$ cat src/rtl/fuzz_stim_sequencer.sv
// Stimulus sequencer for a fuzz DUT: resets it, streams LCG-generated input vectors,
// and compacts every sampled output into a 32-bit MISR signature.
module fuzz_stim_sequencer #(
  parameter int IN_W    = 261,
  parameter int OUT_W   = 330,
  parameter int CYC_W   = 16,
  parameter int RST_CYC = 2,
  parameter int SETTLE  = 1
) (
  input  logic               clk,
  input  logic               rst,
  input  logic               start,
  input  logic               abort,
  input  logic [31:0]        seed_i,
  input  logic [CYC_W-1:0]   cycles_i,
  output logic               busy,
  output logic               done,
  output logic               dut_rst_n,
  output logic [IN_W-1:0]    dut_in_flat,
  input  logic [OUT_W-1:0]   dut_out_flat,
  output logic [31:0]        signature,
  output logic [CYC_W-1:0]   vec_cnt
);

  localparam int NW    = (IN_W + 31) / 32;
  localparam int OC    = (OUT_W + 31) / 32;
  localparam int SH_W  = NW * 32;
  localparam int CMAX  = (RST_CYC > NW) ? ((RST_CYC > SETTLE) ? RST_CYC : SETTLE)
                                        : ((NW > SETTLE) ? NW : SETTLE);
  localparam int CNT_W = $clog2(CMAX + 1);
  localparam logic [31:0] LCG_A = 32'h41C64E6D;
  localparam logic [31:0] LCG_C = 32'h00003039;

  typedef enum logic [2:0] {
    S_IDLE = 3'd0,
    S_RSTP = 3'd1,
    S_GEN  = 3'd2,
    S_WAIT = 3'd3,
    S_DONE = 3'd4
  } state_t;

  // XOR of all 32-bit chunks of the DUT output, top chunk zero-extended.
  function automatic logic [31:0] fold32(input logic [OUT_W-1:0] v);
    logic [OC*32-1:0] ext;
    logic [31:0]      acc;
    ext = '0;
    ext[OUT_W-1:0] = v;
    acc = 32'h0000_0000;
    for (int k = 0; k < OC; k++) begin
      acc = acc ^ ext[k*32 +: 32];
    end
    return acc;
  endfunction

  function automatic logic [31:0] misr_step(input logic [31:0] s, input logic [31:0] f);
    return {s[30:0], s[31] ^ s[21] ^ s[1] ^ s[0]} ^ f;
  endfunction

  state_t            state_q, state_d;
  logic [CNT_W-1:0]  cnt_q, cnt_d;
  logic [31:0]       lcg_q, lcg_d;
  logic [SH_W-1:0]   shadow_q, shadow_d;
  logic [CYC_W-1:0]  cycles_q, cycles_d;
  logic              busy_q, busy_d;
  logic              done_q, done_d;
  logic              dut_rst_n_q, dut_rst_n_d;
  logic [IN_W-1:0]   dut_in_q, dut_in_d;
  logic [31:0]       sig_q, sig_d;
  logic [CYC_W-1:0]  vec_cnt_q, vec_cnt_d;
  logic [31:0]       word_s;

  // Next-state and next-output computation for the whole sequencer.
  always_comb begin
    state_d     = state_q;
    cnt_d       = cnt_q;
    lcg_d       = lcg_q;
    shadow_d    = shadow_q;
    cycles_d    = cycles_q;
    busy_d      = busy_q;
    done_d      = 1'b0;
    dut_rst_n_d = dut_rst_n_q;
    dut_in_d    = dut_in_q;
    sig_d       = sig_q;
    vec_cnt_d   = vec_cnt_q;
    word_s      = lcg_q * LCG_A + LCG_C;

    // busy is high exactly in RSTP/GEN/WAIT, so it doubles as the abort qualifier
    if (abort && busy_q) begin
      state_d     = S_IDLE;
      cnt_d       = '0;
      busy_d      = 1'b0;
      dut_rst_n_d = 1'b0;
    end else begin
      case (state_q)
        S_IDLE, S_DONE: begin
          if (start && !abort) begin
            state_d     = S_RSTP;
            cnt_d       = '0;
            lcg_d       = seed_i;
            cycles_d    = cycles_i;
            sig_d       = 32'h0000_0000;
            vec_cnt_d   = '0;
            busy_d      = 1'b1;
            dut_rst_n_d = 1'b0;
          end else begin
            state_d = state_q;
          end
        end
        S_RSTP: begin
          if (cnt_q == CNT_W'(RST_CYC - 1)) begin
            cnt_d       = '0;
            dut_rst_n_d = 1'b1;
            if (cycles_q == '0) begin
              state_d = S_DONE;
              busy_d  = 1'b0;
              done_d  = 1'b1;
            end else begin
              state_d = S_GEN;
            end
          end else begin
            cnt_d = cnt_q + CNT_W'(1);
          end
        end
        S_GEN: begin
          lcg_d = word_s;
          for (int k = 0; k < NW; k++) begin
            if (cnt_q == CNT_W'(k)) begin
              shadow_d[k*32 +: 32] = word_s;
            end else begin
              shadow_d[k*32 +: 32] = shadow_q[k*32 +: 32];
            end
          end
          // whole vector lands at once so the DUT never sees a half-built input
          if (cnt_q == CNT_W'(NW - 1)) begin
            dut_in_d = shadow_d[IN_W-1:0];
            cnt_d    = '0;
            state_d  = S_WAIT;
          end else begin
            cnt_d = cnt_q + CNT_W'(1);
          end
        end
        S_WAIT: begin
          if (cnt_q == CNT_W'(SETTLE - 1)) begin
            cnt_d     = '0;
            sig_d     = misr_step(sig_q, fold32(dut_out_flat));
            vec_cnt_d = vec_cnt_q + CYC_W'(1);
            if (vec_cnt_d == cycles_q) begin
              state_d = S_DONE;
              busy_d  = 1'b0;
              done_d  = 1'b1;
            end else begin
              state_d = S_GEN;
            end
          end else begin
            cnt_d = cnt_q + CNT_W'(1);
          end
        end
        default: begin
          state_d = S_IDLE;
          busy_d  = 1'b0;
        end
      endcase
    end
  end

  // State and registered-output flops.
  always_ff @(posedge clk or posedge rst) begin
    if (rst) begin
      state_q     <= S_IDLE;
      cnt_q       <= '0;
      lcg_q       <= 32'h0000_0000;
      shadow_q    <= '0;
      cycles_q    <= '0;
      busy_q      <= 1'b0;
      done_q      <= 1'b0;
      dut_rst_n_q <= 1'b0;
      dut_in_q    <= '0;
      sig_q       <= 32'h0000_0000;
      vec_cnt_q   <= '0;
    end else begin
      state_q     <= state_d;
      cnt_q       <= cnt_d;
      lcg_q       <= lcg_d;
      shadow_q    <= shadow_d;
      cycles_q    <= cycles_d;
      busy_q      <= busy_d;
      done_q      <= done_d;
      dut_rst_n_q <= dut_rst_n_d;
      dut_in_q    <= dut_in_d;
      sig_q       <= sig_d;
      vec_cnt_q   <= vec_cnt_d;
    end
  end

  assign busy        = busy_q;
  assign done        = done_q;
  assign dut_rst_n   = dut_rst_n_q;
  assign dut_in_flat = dut_in_q;
  assign signature   = sig_q;
  assign vec_cnt     = vec_cnt_q;

endmodule

$ cat config.mk
export PLATFORM = sky130hd
export DESIGN_NAME = fuzz_stim_sequencer
export DESIGN_NICKNAME = d
export VERILOG_FILES = /design/src/rtl/fuzz_stim_sequencer.sv
export SDC_FILE = /design/constraint.sdc
export NUM_CORES = 2
export LEC_CHECK = 0
export ABC_AREA = 1
export ABC_CLOCK_PERIOD_IN_PS = 61500
export CAP_MARGIN = 15
export CELL_PAD_IN_SITES_DETAIL_PLACEMENT = 2
export CELL_PAD_IN_SITES_GLOBAL_PLACEMENT = 2
export CORE_UTILIZATION = 35
export CTS_CLUSTER_SIZE = 20
export DETAILED_ROUTE_END_ITERATION = 7
export GPL_ROUTABILITY_DRIVEN = 1
export PLACE_DENSITY = 0.92
export SKIP_CTS_REPAIR_TIMING = 1
export SYNTH_ARGS = -nofsm -noshare
export SYNTH_HDL_FRONTEND = slang
export SYNTH_SLANG_ARGS = --single-unit
export TNS_END_PERCENT = 50
$ cat constraint.sdc
create_clock -name clk -period 61.5 [get_ports clk]
set_input_delay 12.3 -clock clk [delete_from_list [all_inputs] [get_ports clk]]
set_output_delay 12.3 -clock clk [all_outputs]
set_load 0.005 [all_outputs]
==> results.json <==
{
  "gp_congestion": 0.961,
  "ys_ff_latch": 623,
  "drive_gt1_frac": 0.0552,
  "maxSlewViolCount": 0,
  "syn_avg_cell_area_sq_um": 8.52,
  "core-area_sq_um": 112000,
  "grt_max_degree": 195,
  "clkSlewWorstSetupHoldPaths_ps": 60,
  "ant_nets": 0,
  "drt_iter0_drc": 3028,
  "cts_max_path_buffers": 3,
  "die_h_um": 338,
  "gr-total-overflow": 0,
  "synthDistinctLibCells": 56,
  "required_ps": 62100,
  "synth_edf_count": 0,
  "synth_top_area_frac": 0.394,
  "worstMarginPinSlew_ps": 1350,
  "hold_class": "reg2reg",
  "setup_violations": 0,
  "seq_area_sq_um": 15600,
  "start_kind": "input port",
  "num_vias": 39243,
  "skew_ps": 56.9,
  "hold_viol_final": 0,
  "ys_async_sr_fraction": 1.00,
  "rsz0062_at_grt": "false",
  "yosys.area.top_type": "dfrtp_1",
  "r2r_end": "shadow_q[31]$_DFFE_PP0P_",
  "final.period_utilization": 0.264,
  "antenna_found_initial": 55,
  "worstPathArrival_ps": 16830,
  "cts_tree": "done",
  "slew_headroom": 0.0965,
  "grt_pass1_vias": 45494,
  "drcViolationCount": 0,
  "r2r_cells": 26,
  "hold_start": "dut_in_flat[98]$_DFFE_PP0P_",
  "synthTopCellsByArea": "dfrtp_1, nand2_1, fa_1, ha_1, inv_1",
  "rows": 123,
  "run_status": "finished clean",
  "worstSetupStartpoint": "abort",
  "dp_hpwl_mm": 155,
  "min_period_ps": 16230,
  "fin_setup_tns_ps": 0,
  "synth.most_common_cell": "nand2_1",
  "r2r_start": "lcg_q[0]$_DFFE_PP0P_",
  "synth_commonest_cells": "nand2_1, dfrtp_1, inv_1, o21ai_0, nand3_1",
  "clkSinkCount": 623,
  "io_buffers": 693,
  "drt_wl_total_mm": 227,
  "vias_per_cell": 5.71,
  "critical_path_class": "in2reg",
  "io_pins": 694,
  "cp-end-kind": "flop",
  "cts.htree.levels": 3,
  "multi_input_area_sq_um": 21100,
  "firstDrtPassIters": 7,
  "syn_area_sq_um": 39600,
  "r2r_slack_ps": 51710,
  "synthesis.nets": 5429,
  "clock_latency_ps": 710,
  "nets": 6050,
  "synth_warnings": 0,
  "grt_usage": 0.388,
  "numCtsBuffers": 75,
  "clock.fmax_mhz": 61.6,
  "syn-instance-count": 4648,
  "endpoint": "dut_in_flat[143]$_DFFE_PP0P_",
  "start_util": 0.353,
  "grt_pass1_wl_mm": 325,
  "die_x_um": 338,
  "drv_cap": 0,
  "syn2layout_area_growth_pct": 28.4,
  "ys_seq_area_frac": 0.394,
  "crit_fanout": 130,
  "fillCellCount": 12055,
  "dieArea_sq_um": 115000,
  "wl_per_cell_um": 33.0,
  "root_buffer": "clkbuf_16",
  "synth_flop_cell": "dfrtp_1"
}
worst max-delay path, stage by stage:
cell and delay (ps):
clkdlybuf4s50_1 440, nand2_1 280, inv_1 240, nor2_8 570, inv_8 430, nor2_8 330
buf_4 790, buf_4 900, nand3_1 260, nand2_1 130
how the worst min path moves through the flow:
stage                              endpoint  slack (ps)  cells past startpoint
6_report        dut_in_flat[98]$_DFFE_PP0P_         470                      2
3_5_place_dp    dut_in_flat[65]$_DFFE_PP0P_         460                      2
4_1_cts         dut_in_flat[98]$_DFFE_PP0P_         480                      2
3_3_place_gp       shadow_q[31]$_DFFE_PP0P_         450                      2
2_1_floorplan     shadow_q[111]$_DFFE_PP0P_         440                      2
5_1_grt        dut_in_flat[164]$_DFFE_PP0P_         510                      2
cell usage in the layout, fill, tap and decap left out, types with 13 or more instances in the layout:
master              n
nor2_1            126
inv_1             585
o211ai_1           17
buf_4              33
xnor2_1           233
or2_2              84
a31oi_1            13
clkbuf_8           15
nand4_1            15
fa_1              188
nand2_1          1280
diode_2            44
a21oi_1            55
nand3_1           273
xor2_1            119
clkbuf_1           21
dfrtp_1           623
o22ai_1            40
clkdlybuf4s50_1   693
o21ai_1           114
o21ai_0           336
ha_1              211
clkbuf_16          75
mux2i_1            48
cell families after synthesis:
group                      count (synthesis)  synth area share
AOI/OAI and AO/OA                        602            0.0817
xor gates and xnor gates                 366            0.0833
adders and majority gates                399             0.162
buffers and inverters                    788            0.0766
DFF                                      623             0.394
muxes                                     50            0.0127
and+or+nand+nor                         1820             0.190
layer usage:
| layer | vias to the layer above | routed length (um) | part of all wire | GRT usage |
|---|---|---|---|---|
| li1 | 15846 | - | - | - |
| met1 | 20158 | 74000 | 0.33 | 0.390 |
| met2 | 2203 | 110000 | 0.49 | 0.660 |
| met3 | 1024 | 16300 | 0.072 | 0.0900 |
| met4 | 12 | 26200 | 0.12 | 0.373 |
| met5 | - | 71 | 0.00031 | 0 |
through the flow:
stage                     hold WS, ps  area, sq um  setup WS, ps  utilization  std cells
after floorplan                   442        39600         31750            -       4648
after global placement            453        48100         45030        0.428       6691
after detailed placement          461        48100         44840        0.428       6691
after CTS                         478        50700         45380        0.452       6828
after global routing              513        50800         45210        0.452       6863
final                             471        50900         45270        0.453       6873
area by class of cell:
class	instances	area share
Multi-Input combinational cell	3237	0.415
Antenna cell	44	0.00216
Tap cell	1500	0.0369
Sequential cell	623	0.307
Timing Repair Buffer	729	0.142
Clock buffer	111	0.0425
Clock inverter	26	0.00959
Inverter	603	0.0450
flip-flops by register name, summed over array words and instances (netlist names), 3 cells and up:
name         flops
cnt_q            4
cycles_q        16
dut_in_flat    261
lcg_q           32
shadow_q       256
signature       32
state_q          3
vec_cnt         16
Power is not shown: default switching activity piles up to over one toggle a cycle in this logic, so the estimate is an artifact.
